### config.mk
export PLATFORM = sky130hd
export DESIGN_NAME = seven_seg_scan_ctrl
export DESIGN_NICKNAME = d
export VERILOG_FILES = /design/src/rtl/seven_seg_pkg.sv /design/src/rtl/seven_seg_scan_ctrl.sv
export SDC_FILE = /design/constraint.sdc
export NUM_CORES = 1
export LEC_CHECK = 0
export ABC_CLOCK_PERIOD_IN_PS = 5900
export CAP_MARGIN = 30
export CORE_MARGIN = 5
export CORE_UTILIZATION = 63
export CTS_BUF_LIST = sky130_fd_sc_hd__clkbuf_8
export DETAILED_ROUTE_END_ITERATION = 10
export PLACE_DENSITY = 0.91
export SYNTH_ARGS = -nofsm -noshare
export SYNTH_HDL_FRONTEND = slang
export SYNTH_SLANG_ARGS = --single-unit
### constraint.sdc
create_clock -name i_Clk -period 5.9 [get_ports i_Clk]
set_clock_uncertainty 0.15 [all_clocks]
set_input_delay 1.475 -clock i_Clk [delete_from_list [all_inputs] [get_ports i_Clk]]
set_output_delay 1.475 -clock i_Clk [all_outputs]
set_load 0.02 [all_outputs]
### src/rtl/seven_seg_pkg.sv
// Shared types and helpers for the seven-segment scan controller.
package seven_seg_pkg;

    localparam int unsigned NIBBLE_W   = 4;
    localparam int unsigned MAX_DIGITS = 8;

    typedef enum logic [1:0] {
        StIdle  = 2'd0,
        StBlank = 2'd1,
        StDrive = 2'd2
    } scan_state_e;

    // All-ones mask for the low n select bits; callers narrow it to their digit count.
    function automatic logic [MAX_DIGITS-1:0] sel_off(input int unsigned n);
        logic [MAX_DIGITS-1:0] m;
        m = '0;
        for (int unsigned i = 0; i < MAX_DIGITS; i++) begin
            if (i < n) m[i] = 1'b1;
        end
        return m;
    endfunction

endpackage

### src/rtl/seven_seg_scan_ctrl.sv
// Time-multiplexed scan of NUM_DIGITS common-anode digits through one shared 7-segment decoder.
// Shadow contents only change at frame boundaries so a frame never shows mixed data.
module seven_seg_scan_ctrl
    import seven_seg_pkg::*;
#(
    parameter int unsigned NUM_DIGITS     = 4,
    parameter int unsigned CLKS_PER_DIGIT = 2500,
    parameter int unsigned DEAD_CLKS      = 2
) (
    input  logic                           i_Clk,
    input  logic                           i_Rst_L,
    input  logic                           i_EN,
    input  logic                           i_Load,
    input  logic [NIBBLE_W*NUM_DIGITS-1:0] i_Digits,
    input  logic [NUM_DIGITS-1:0]          i_DP_Mask,
    input  logic [NUM_DIGITS-1:0]          i_Blank_Mask,
    output logic [NIBBLE_W-1:0]            o_Binary_Num,
    output logic                           o_Dec_EN,
    output logic                           o_DP,
    output logic [NUM_DIGITS-1:0]          o_Digit_Sel,
    output logic                           o_Frame_Done
);

    localparam int unsigned CNT_MAX = (CLKS_PER_DIGIT > DEAD_CLKS) ? CLKS_PER_DIGIT : DEAD_CLKS;
    localparam int unsigned CNT_W   = $clog2(CNT_MAX + 1);
    localparam int unsigned IDX_W   = $clog2(NUM_DIGITS);
    localparam int unsigned DIG_W   = NIBBLE_W * NUM_DIGITS;
    localparam int unsigned SH_W    = DIG_W + 2 * NUM_DIGITS;

    localparam logic [CNT_W-1:0]      DRIVE_LAST  = CNT_W'(CLKS_PER_DIGIT - 1);
    localparam logic [CNT_W-1:0]      DEAD_LAST   = CNT_W'(DEAD_CLKS - 1);
    localparam logic [IDX_W-1:0]      IDX_LAST    = IDX_W'(NUM_DIGITS - 1);
    localparam logic [NUM_DIGITS-1:0] SEL_ALL_OFF = NUM_DIGITS'(sel_off(NUM_DIGITS));

    scan_state_e             state_q, state_d;
    logic [IDX_W-1:0]        idx_q, idx_d;
    logic [CNT_W-1:0]        cnt_q, cnt_d;
    // Packed as {blank, dp, digits}.
    logic [SH_W-1:0]         shadow_q, shadow_d;
    logic [SH_W-1:0]         pend_q, pend_d;
    logic                    pend_vld_q, pend_vld_d;
    logic [NIBBLE_W-1:0]     bin_q, bin_d;
    logic                    dec_en_q, dec_en_d;
    logic                    dp_q, dp_d;
    logic [NUM_DIGITS-1:0]   sel_q, sel_d;
    logic                    frame_done_q, frame_done_d;

    logic [SH_W-1:0]         load_data;
    logic                    frame_end;
    logic                    boundary;
    logic [DIG_W-1:0]        digits_nx;
    logic [NUM_DIGITS-1:0]   dp_nx;
    logic [NUM_DIGITS-1:0]   blank_nx;

    assign load_data = {i_Blank_Mask, i_DP_Mask, i_Digits};
    assign frame_end = (state_q == StDrive) && (idx_q == IDX_LAST) && (cnt_q == DRIVE_LAST);
    assign boundary  = i_EN && ((state_q == StIdle) || frame_end);

    always_comb begin
        state_d    = state_q;
        idx_d      = idx_q;
        cnt_d      = cnt_q;
        shadow_d   = shadow_q;
        pend_d     = pend_q;
        pend_vld_d = pend_vld_q;

        // Loads on a boundary bypass pending; pending always mirrors the latest load.
        if (boundary) begin
            if (i_Load) begin
                pend_d   = load_data;
                shadow_d = load_data;
            end else if (pend_vld_q) begin
                shadow_d = pend_q;
            end
            pend_vld_d = 1'b0;
        end else if (i_Load) begin
            pend_d     = load_data;
            pend_vld_d = 1'b1;
        end

        if (!i_EN) begin
            state_d = StIdle;
            idx_d   = '0;
            cnt_d   = '0;
        end else begin
            unique case (state_q)
                StIdle: begin
                    state_d = StBlank;
                    idx_d   = '0;
                    cnt_d   = '0;
                end
                StBlank: begin
                    if (cnt_q == DEAD_LAST) begin
                        state_d = StDrive;
                        cnt_d   = '0;
                    end else begin
                        cnt_d = cnt_q + CNT_W'(1);
                    end
                end
                StDrive: begin
                    if (cnt_q == DRIVE_LAST) begin
                        state_d = StBlank;
                        cnt_d   = '0;
                        idx_d   = (idx_q == IDX_LAST) ? '0 : idx_q + IDX_W'(1);
                    end else begin
                        cnt_d = cnt_q + CNT_W'(1);
                    end
                end
                default: begin
                    state_d = StIdle;
                    idx_d   = '0;
                    cnt_d   = '0;
                end
            endcase
        end
    end

    // Outputs are decoded from next state so the registered copies line up with state_q.
    always_comb begin
        digits_nx    = shadow_d[DIG_W-1:0];
        dp_nx        = shadow_d[DIG_W+NUM_DIGITS-1:DIG_W];
        blank_nx     = shadow_d[SH_W-1:DIG_W+NUM_DIGITS];
        bin_d        = '0;
        dp_d         = 1'b0;
        dec_en_d     = 1'b0;
        sel_d        = SEL_ALL_OFF;
        frame_done_d = 1'b0;
        if (state_d != StIdle) begin
            bin_d    = digits_nx[NIBBLE_W*int'(idx_d) +: NIBBLE_W];
            dp_d     = dp_nx[idx_d];
            dec_en_d = ~blank_nx[idx_d];
            if ((state_d == StDrive) && !blank_nx[idx_d]) begin
                sel_d = SEL_ALL_OFF & ~(NUM_DIGITS'(1) << idx_d);
            end
            frame_done_d = (state_d == StDrive) && (idx_d == IDX_LAST) && (cnt_d == DRIVE_LAST);
        end
    end

    always_ff @(posedge i_Clk) begin
        if (!i_Rst_L) begin
            state_q      <= StIdle;
            idx_q        <= '0;
            cnt_q        <= '0;
            shadow_q     <= '0;
            pend_q       <= '0;
            pend_vld_q   <= 1'b0;
            bin_q        <= '0;
            dec_en_q     <= 1'b0;
            dp_q         <= 1'b0;
            sel_q        <= SEL_ALL_OFF;
            frame_done_q <= 1'b0;
        end else begin
            state_q      <= state_d;
            idx_q        <= idx_d;
            cnt_q        <= cnt_d;
            shadow_q     <= shadow_d;
            pend_q       <= pend_d;
            pend_vld_q   <= pend_vld_d;
            bin_q        <= bin_d;
            dec_en_q     <= dec_en_d;
            dp_q         <= dp_d;
            sel_q        <= sel_d;
            frame_done_q <= frame_done_d;
        end
    end

    assign o_Binary_Num = bin_q;
    assign o_Dec_EN     = dec_en_q;
    assign o_DP         = dp_q;
    assign o_Digit_Sel  = sel_q;
    assign o_Frame_Done = frame_done_q;

endmodule

==> flow_summary_export.csv, run 1 <==
group,metric,value,unit
worst_setup_path,worstPathMaxFanout,23,
floorplan,die_area,7260,µm²
worst_setup_path,crit_path_start_kind,"input port",
clock_tree,cts-resized-gates,0,
power_and_ir_drop,ir_worst_vdd,0.175,mV
route,first_iter_violations,315,
worst_setup_path,critPathArrivalTime,3.88,ns
place,gp_congestion,0.857,
route,vias,3129,
clock_tree,cts_made_buffers,9,
clock_tree,clock_latency,0.35,ns
worst_setup_path,crit_type,"in2reg",
sta,max_slew_margin,0.431,
sta,worst_pin_slew,0.853,ns
clock_tree,hold_buffers,0,
floorplan,die_w,85.2,µm
sta,maxSlewViolCount,0,
worst_setup_path,cp_top_family,"compound AO/OA/AOI/OAI gates",
route,ant_nets,0,
synth,yosysSeqAreaShare,0.427,
route,first_pass_iters,5,
cells_and_area,layout.cells.non_filler,513,
sta,setup_tns,0,ns
synth,yosysTopAreaCell,"dfxtp_1",
global_route,antenna_found_initial,0,
clock_tree,cts_tree,"built",
worst_setup_path,setup.worst_path.end_class,"flip-flop",
worst_setup_path,cp_slowest_cell,"clkdlybuf4s50_1",
worst_setup_path,crit_chain,"clkdlybuf4s50_1, o21a_1, o21a_2, mux2i_1, a222oi_1, nand4_1",
cells_and_area,design_area,4150,µm²
cells_and_area,fin_nets,471,
place,place_area,3930,µm²
clock_tree,cts_root_buffer,"clkbuf_8",
run,maxCapViolCount,0,
synth,synthFlopType,"dfxtp_1",
floorplan,die_h,85.2,µm
place,dp_hpwl,5910,µm
clock_tree,cts_max_path_buffers,2,
cells_and_area,areaGrowthSynthToFinish,16.7,%
route,drc,0,
place,dp_cells,497,
synth,synthTopCellsByArea,"dfxtp_1 (43%), nor2_1 (8.2%), mux2i_1 (8.2%)",
sta,fmax,0.262,GHz
global_route,grt_max_degree,44,
sta,period_minus_slack,3.82,ns
worst_setup_path,slowest_delay,0.71,ns
power_and_ir_drop,p_leak,1.64,nW
synth,avgSynthCellArea,8.71,µm²
synth,yosysWarnings,0,
clock_tree,clk_pin_slew_worst_paths,0.08,ns
synth,synth_nets,444,
power_and_ir_drop,powerDensity,269,nW/µm²
floorplan,std_cell_rows,27,
global_route,gr-total-overflow,0,
synth,synth-async-reset-ratio,0,
global_route,grt_pass1_wl,14400,µm
route,routed_wl,8680,µm
place,io_buffers,38,
synth,synth_edf_count,0,
route,wire_per_inst,16.9,µm
clock_tree,clock_sinks,76,
worst_setup_path,cp.required,5.96,ns
worst_setup_path,critPathBufInv,1,
cells_and_area,diodes,0,
synth,synth_area,3560,µm²
clock_tree,postCtsSetupBuffers,0,
clock_tree,h-tree-depth,3,
sta,timing.final.crit_share,0.647,
synth,synth.top_cell.area_share,0.427,
route,vias_per_cell,6.10,
outcome,status,"complete, no violations",
floorplan,start_util,0.647,
sta,hold_viol,0,
global_route,grt_pass1_vias,3040,
cells_and_area,drive_above_1_share,0.0612,
sta,grt_setup_unrepaired,"false",
floorplan,fp.coreArea,5510,µm²
synth,ys_seq_elements,76,
synth,syn_inst,409,
sta,setup_violations,0,
floorplan,top_level_ports,39,
global_route,grt_usage,0.247,
synth,synth.distinct_cells,52,
hold_path,hold_class,"reg2reg",
[report_power, final]
part	switching (W)	total [W]	internal, W
logic	0.0000681	0.000127	0.0000588
registers	0.0000123	0.000549	0.000537
clock network	0.000202	0.000442	0.000240
total	0.000282	0.00112	0.000836
[layout make-up]
type	count	area, µm²
multi-input cells	298	1890
flip-flops and latches	76	1520
fillers	374	1350
repair buffers	40	390
clock buffers	9	124
clock inverters	7	98.8
well taps	72	90.1
inverters	11	41.3
[kinds of logic after synthesis]
| logic type | after synthesis | synth area share |
|---|---|---|
| XOR/XNOR | 11 | 0.0271 |
| buffers and inverters | 35 | 0.0425 |
| multiplexers | 31 | 0.0900 |
| AO/OA/AOI/OAI | 77 | 0.148 |
| AND/OR/NAND/NOR | 172 | 0.241 |
| flip-flops | 76 | 0.427 |
| adder cells (fa/ha/maj) | 7 | 0.0246 |
[through the flow]
stage / hold slack (ns) / utilization / setup WS [ns] / total power (W)
after floorplan: 0.302 / - / 2.59 / 0.000640
after global placement: 0.321 / 0.714 / 1.91 / 0.000677
after detailed placement: 0.337 / 0.714 / 1.75 / 0.000684
after CTS: 0.354 / 0.754 / 2.13 / 0.00112
after global routing: 0.378 / 0.754 / 1.92 / 0.00116
final: 0.353 / 0.754 / 2.08 / 0.00112
[state kept, by name (all words and copies together) (netlist names)]
signal        cells
o_DP              1
o_Binary_Num      4
pend_q           24
pend_vld_q        1
o_Frame_Done      1
state_q           2
cnt_q            12
shadow_q         24
idx_q             2
o_Digit_Sel       4
o_Dec_EN          1
[synth_stat cells (2+ instances only)]
cell type and n:
o22a_1 2, xnor2_1 5, mux2_4 2, dfxtp_1 76
and3_1 8, xor2_1 6, buf_2 4, o22ai_1 16
and2_1 12, nor3_1 7, mux2i_1 29, o21a_1 4
clkbuf_1 15, a22oi_1 4, nor4_1 4, and4_1 4
nand3b_1 2, or3_1 2, nand4_1 9, nor2_1 78
o21ai_0 5, buf_6 2, a41o_1 2, buf_1 3
a21oi_1 22, nor2b_1 16, inv_1 10, a31oi_1 2
nand3_1 5, o211a_1 2, o32ai_1 4, ha_1 7
a211oi_1 2, o211ai_1 2, nor3b_1 2, nand2_1 18
[path summary, 6_finish.rpt]
path	startpoint	end	slack [ns]	cells past startpoint
setup / recovery	i_EN	o_Digit_Sel[1]	2.08	6
hold / removal	pend_q[17]	pend_q[17]	0.35	2
setup reg to reg	state_q[0]	o_Dec_EN	2.86	8
hold reg to reg	pend_q[17]	pend_q[17]	0.35	2
[worst reg2reg max path: cells and delay by family, from the launching register on]
kind / cells / cell delay (ns)
AO/OA/AOI/OAI: 1 / 0.67
adder cells (fa/ha/maj): 1 / 0.30
buffers and inverters: 1 / 0.08
flip-flops: 1 / 0.38
AND/OR/NAND/NOR: 5 / 1.37
[placed cells by master (no fill, tap or decap), drive strengths merged, types with 3 or more instances in the layout]
cell type      instances
nor4                   4
o21a                   5
nand4                  9
a21oi                 22
a22oi                  4
buf                    3
and2                  13
clkinv                 4
xnor2                  5
nand3                  5
o22ai                 16
o21ai                  6
mux2i                 29
clkbuf                 9
and3                   8
nor2b                 16
inv                   11
ha                     7
xor2                   6
clkdlybuf4s50         37
nand2                 18
and4                   4
nor2                  78
dfxtp                 76
nor3                   9
o32ai                  4
[routing by layer]
metal,share of wire,track usage
met1,0.41,0.294
met2,0.49,0.411
met3,0.071,0.0709
met4,0.029,0.109
met5,0,0
(Power assumes the default switching activity.)
==> run 2, diff against run 1 <==
--- a/config.mk
+++ b/config.mk
@@ -5,13 +5,13 @@
 export SDC_FILE = /design/constraint.sdc
 export NUM_CORES = 1
 export LEC_CHECK = 0
-export ABC_CLOCK_PERIOD_IN_PS = 5900
+export ABC_CLOCK_PERIOD_IN_PS = 3900
 export CAP_MARGIN = 30
 export CORE_MARGIN = 5
-export CORE_UTILIZATION = 63
+export CORE_UTILIZATION = 58
 export CTS_BUF_LIST = sky130_fd_sc_hd__clkbuf_8
 export DETAILED_ROUTE_END_ITERATION = 10
-export PLACE_DENSITY = 0.91
+export PLACE_DENSITY = 0.85
 export SYNTH_ARGS = -nofsm -noshare
 export SYNTH_HDL_FRONTEND = slang
 export SYNTH_SLANG_ARGS = --single-unit
==> constraint.sdc (replaced) <==
create_clock -name i_Clk -period 3.9 [get_ports i_Clk]
set_clock_uncertainty 0.15 [all_clocks]
set_input_delay 0.975 -clock i_Clk [delete_from_list [all_inputs] [get_ports i_Clk]]
set_output_delay 0.975 -clock i_Clk [all_outputs]
set_load 0.02 [all_outputs]
==> run 2 against run 1 <==
Against the previous run:
- count of clock-buffer cells in the layout grew 1
- clock power grew 32%
- power increased by 43%
- final cell count increased by 0.78%
- largest power group unchanged
==> flow_summary_export.csv, run 2 (synthesized netlist as in run 1, its figures left out) <==
group,metric,value,unit
worst_setup_path,cp.required,3.95,ns
cells_and_area,diodes,0,
cells_and_area,design_area,4140,µm²
cells_and_area,areaGrowthSynthToFinish,16.2,%
sta,setup_ws,0.635,ns
cells_and_area,layout.cells.non_filler,517,
floorplan,std_cell_rows,28,
clock_tree,hold_buffers,0,
sta,hold_viol,0,
sta,fmax,0.306,GHz
cells_and_area,fin_nets,472,
clock_tree,clock_latency,0.35,ns
place,dp_cells,501,
sta,worst_pin_slew,0.801,ns
sta,maxSlewViolCount,0,
worst_setup_path,setup.worst_path.end_class,"flip-flop",
route,wire_per_inst,15.2,µm
clock_tree,cts_made_buffers,9,
sta,setup_tns,0,ns
global_route,grt_pass1_vias,2801,
clock_tree,clk_pin_slew_worst_paths,0.08,ns
place,io_buffers,38,
global_route,met1_usage,0.289,
worst_setup_path,worstPathMaxFanout,23,
route,vias_per_cell,5.84,
floorplan,die_w,88.4,µm
global_route,grt_max_degree,44,
route,routed_wl,7850,µm
global_route,gr-total-overflow,0,
floorplan,fp.coreArea,5960,µm²
route,first_pass_iters,5,
floorplan,top_level_ports,39,
sta,grt_setup_unrepaired,"false",
floorplan,die_area,7810,µm²
place,dp_hpwl,5510,µm
clock_tree,cts_root_buffer,"clkbuf_8",
global_route,grt_pass1_wl,13100,µm
sta,period_minus_slack,3.26,ns
floorplan,start_util,0.598,
power_and_ir_drop,ir_worst_vdd,0.252,mV
clock_tree,clock_sinks,76,
cells_and_area,drive_above_1_share,0.0588,
place,gp_congestion,0.853,
sta,setup_violations,0,
sta,max_slew_margin,0.466,
outcome,status,"complete, no violations",
sta,timing.final.crit_share,0.837,
global_route,grt_usage,0.217,
power_and_ir_drop,p_leak,1.64,nW
clock_tree,h-tree-depth,3,
worst_setup_path,crit_path_start_kind,"input port",
route,first_iter_violations,148,
cells_and_area,layout_commonest_cell,"nor2_1",
route,ant_nets,0,
route,vias,3021,
global_route,use_met2,0.345,
clock_tree,cts_tree,"built",
hold_path,hold_class,"reg2reg",
global_route,top_usage_layer,"met2",
worst_setup_path,crit_type,"in2reg",
power_and_ir_drop,powerDensity,387,nW/µm²
global_route,grt_use_met3,0.0475,
clock_tree,cts-resized-gates,0,
cells_and_area,final_cell_mix,"nor2_1 (78), dfxtp_1 (76), clkdlybuf4s50_1 (37)",
place,pre_cts_ws,0.318,ns
worst_setup_path,ff2ff_path_depth,8,
hold_path,hold_depth,2,
run,maxCapViolCount,0,
clock_tree,postCtsSetupBuffers,0,
global_route,antenna_found_initial,0,
route,drc,0,
cells_and_area,reg_top3,"pend_q: 24 flops, shadow_q: 24 flops, cnt_q: 12 flops",
clock_tree,cts_max_path_buffers,2,
floorplan,die_h,88.4,µm
place,place_area,3940,µm²
worst_setup_path,critPathArrivalTime,3.32,ns
-- run 2: area by class of cell --
class | count | area, µm²
timing repair buffer | 41 | 398
multi-input combinational | 298 | 1890
sequential | 76 | 1520
tap | 75 | 93.8
clock inverter | 6 | 56.3
clock buffer | 10 | 138
fill | 479 | 1820
inverter | 11 | 41.3
-- run 2: final timing paths --
kind	startpoint	endpoint	slack (ns)
min reg2reg	shadow_q[15]	shadow_q[15]	0.35
max reg2reg	state_q[0]	o_Dec_EN	0.87
min	shadow_q[15]	shadow_q[15]	0.35
max	i_EN	o_Digit_Sel[2]	0.64
-- run 2: critical path, cell delays in order --
cell and delay, ns:
clkdlybuf4s50_1 0.69, o21a_1 0.25, o21a_2 0.45, mux2i_1 0.16, a222oi_1 0.61, nand4_1 0.18
-- run 2: per-stage QoR --
stage | hold slack, ns | util | total power [W]
4_1_cts | 0.349 | 0.695 | 0.00161
3_3_place_gp | 0.321 | 0.662 | 0.00103
5_1_grt | 0.377 | 0.695 | 0.00168
3_5_place_dp | 0.334 | 0.662 | 0.00103
6_report | 0.345 | 0.695 | 0.00160
2_1_floorplan | 0.302 | - | 0.000968
-- run 2: report_power, final --
part | total (W) | internal, W | leakage (nW) | switching, W
clock | 0.000585 | 0.000307 | 0.109 | 0.000278
sequential | 0.000830 | 0.000813 | 0.622 | 0.0000178
combinational | 0.000187 | 0.0000894 | 0.912 | 0.0000975
total | 0.00160 | 0.00121 | 1.64 | 0.000393
-- run 2: routing by layer --
layer  part of all wire  wire length (µm)  vias to the layer above
met3              0.063               491                       11
li1                   -                 -                     1507
met5                  0                 0                        -
met1               0.46              3630                     1409
met2               0.46              3630                       94
met4              0.013               104                        0
==> run 3, diff against run 2 <==
--- a/config.mk
+++ b/config.mk
@@ -5,13 +5,13 @@
 export SDC_FILE = /design/constraint.sdc
 export NUM_CORES = 1
 export LEC_CHECK = 0
-export ABC_CLOCK_PERIOD_IN_PS = 3900
+export ABC_CLOCK_PERIOD_IN_PS = 2830
 export CAP_MARGIN = 30
 export CORE_MARGIN = 5
-export CORE_UTILIZATION = 58
+export CORE_UTILIZATION = 53
 export CTS_BUF_LIST = sky130_fd_sc_hd__clkbuf_8
 export DETAILED_ROUTE_END_ITERATION = 10
-export PLACE_DENSITY = 0.85
+export PLACE_DENSITY = 0.82
 export SYNTH_ARGS = -nofsm -noshare
 export SYNTH_HDL_FRONTEND = slang
 export SYNTH_SLANG_ARGS = --single-unit
==> constraint.sdc (replaced) <==
create_clock -name i_Clk -period 2.83 [get_ports i_Clk]
set_clock_uncertainty 0.15 [all_clocks]
set_input_delay 0.7075 -clock i_Clk [delete_from_list [all_inputs] [get_ports i_Clk]]
set_output_delay 0.7075 -clock i_Clk [all_outputs]
set_load 0.02 [all_outputs]
==> run 3 against run 2 <==
Against the previous run:
- count of clock-buffer cells in the layout is 1 lower
- final cell count grew 4.6%
- utilization is 2.1 points lower
- power rose by 44%
- largest cell class unchanged
- non-clock buffer count up 22
- global-route usage fell by 1.4 points
- clock power grew 52%
- first-iteration DRC count rose by 50%
==> flow_summary_export.csv, run 3 (synthesized netlist as in run 1, its figures left out) <==
group,metric,value,unit
sta,period_minus_slack,2.64,ns
clock_tree,cts_tree,"built",
sta,timing.final.crit_share,0.933,
worst_setup_path,crit_path_start_kind,"flip-flop",
floorplan,top_level_ports,39,
cells_and_area,final_cell_mix,"nor2_1 (78), dfxtp_1 (76), clkdlybuf4s50_1 (37)",
cells_and_area,fillCellCount,531,
worst_setup_path,setup.worst_path.end_class,"flip-flop",
cells_and_area,layout_commonest_cell,"nor2_1",
worst_setup_path,timing.critical_path.mode_cell,"and4_1",
clock_tree,hold_buffers,0,
clock_tree,clock_latency,0.35,ns
floorplan,die_w,92.0,µm
cells_and_area,drive_above_1_share,0.106,
cells_and_area,reg_top3,"pend_q: 24 flops, shadow_q: 24 flops, cnt_q: 12 flops",
global_route,grt_max_degree,44,
hold_path,hold_class,"reg2reg",
clock_tree,clk_pin_slew_worst_paths,0.07,ns
route,ant_nets,0,
route,first_iter_violations,222,
cells_and_area,diodes,0,
route,vias,3092,
floorplan,std_cell_rows,29,
worst_setup_path,critPathBufInv,1,
power_and_ir_drop,p_leak,1.76,nW
route,routed_wl,8200,µm
power_and_ir_drop,ir_worst_vdd,0.416,mV
place,gp_congestion,0.902,
clock_tree,h-tree-depth,3,
clock_tree,cts_max_path_buffers,2,
sta,setup_tns,0,ns
worst_setup_path,crit_chain,"inv_1, ha_1, and4_1, and4_1, o21ai_2, nor2_1, or4_4, and3_1",
clock_tree,cts-resized-gates,0,
global_route,gr-total-overflow,0,
global_route,grt_pass1_wl,14000,µm
sta,setup_violations,0,
worst_setup_path,critPathArrivalTime,2.73,ns
sta,max_slew_margin,0.513,
clock_tree,cts_made_buffers,9,
route,first_pass_iters,4,
global_route,grt_pass1_vias,3031,
sta,hold_viol,0,
worst_setup_path,crit_type,"reg2reg",
sta,fmax,0.379,GHz
worst_setup_path,cp.required,2.92,ns
global_route,grt_usage,0.203,
place,io_buffers,38,
worst_setup_path,cp_top_family,"simple AND/OR/NAND/NOR gates",
place,dp_hpwl,5900,µm
sta,worst_pin_slew,0.722,ns
floorplan,die_h,92.0,µm
cells_and_area,areaGrowthSynthToFinish,22.2,%
sta,maxSlewViolCount,0,
cells_and_area,layout.cells.non_filler,541,
worst_setup_path,cp_slowest_cell,"or4_4",
floorplan,start_util,0.551,
worst_setup_path,worstPathMaxFanout,11,
outcome,status,"complete, no violations",
cells_and_area,fin_nets,494,
clock_tree,postCtsSetupBuffers,0,
worst_setup_path,slowest_delay,0.53,ns
sta,grt_setup_unrepaired,"false",
floorplan,die_area,8460,µm²
run,maxCapViolCount,0,
clock_tree,clock_sinks,76,
place,dp_cells,525,
route,vias_per_cell,5.72,
global_route,antenna_found_initial,0,
power_and_ir_drop,powerDensity,531,nW/µm²
floorplan,fp.coreArea,6460,µm²
route,wire_per_inst,15.2,µm
route,drc,0,
clock_tree,cts_root_buffer,"clkbuf_8",
run 3: path summary, 6_finish.rpt:
| kind | start | to | cells past startpoint | slack [ns] |
|---|---|---|---|---|
| hold / removal | pend_q[20] | pend_q[20] | 2 | 0.35 |
| setup reg to reg | state_q[0] | o_Dec_EN | 8 | 0.19 |
| hold reg to reg | pend_q[20] | pend_q[20] | 2 | 0.35 |
| setup / recovery | state_q[0] | o_Dec_EN | 8 | 0.19 |
run 3: through the flow:
step                 util  power (W)  area (µm²)  setup WS (ns)  hold WS [ns]
finish              0.674    0.00231        4350          0.191         0.348
global route        0.674    0.00241        4350         0.0210         0.377
CTS                 0.674    0.00233        4350          0.172         0.352
detailed placement  0.640    0.00144        4140        -0.0849         0.326
global placement    0.640    0.00143        4140        -0.0279         0.320
floorplan               -    0.00133        3560          0.290         0.302
run 3: area by class of cell:
| type | count | area, µm² | share of cell area |
|---|---|---|---|
| tap | 77 | 96.3 | 0.0221 |
| sequential | 76 | 1520 | 0.350 |
| inverter | 11 | 41.3 | 0.00949 |
| clock inverter | 7 | 92.6 | 0.0213 |
| multi-input combinational | 298 | 1890 | 0.434 |
| clock buffer | 9 | 124 | 0.0285 |
| timing repair buffer | 63 | 588 | 0.135 |
run 3: power by group:
group	switching, W	internal, W
clock	0.000396	0.000493
combinational	0.000143	0.000138
sequential	0.0000220	0.00112
total	0.000561	0.00175
run 3: routing by layer:
metal,track usage,wire [µm],part of all wire,vias to the layer above
li1,-,-,-,1539
met1,0.261,3730,0.46,1461
met2,0.329,3870,0.47,79
met3,0.0597,507,0.062,13
met4,0.0656,96,0.012,0
met5,0,0,0,-
run 3: worst register-to-register path, cell delays in order, from the launching register on:
cell and delay, ns:
dfxtp_1 0.37, inv_1 0.08, ha_1 0.22, and4_1 0.19
and4_1 0.23, o21ai_2 0.43, nor2_1 0.15, or4_4 0.53
and3_1 0.19
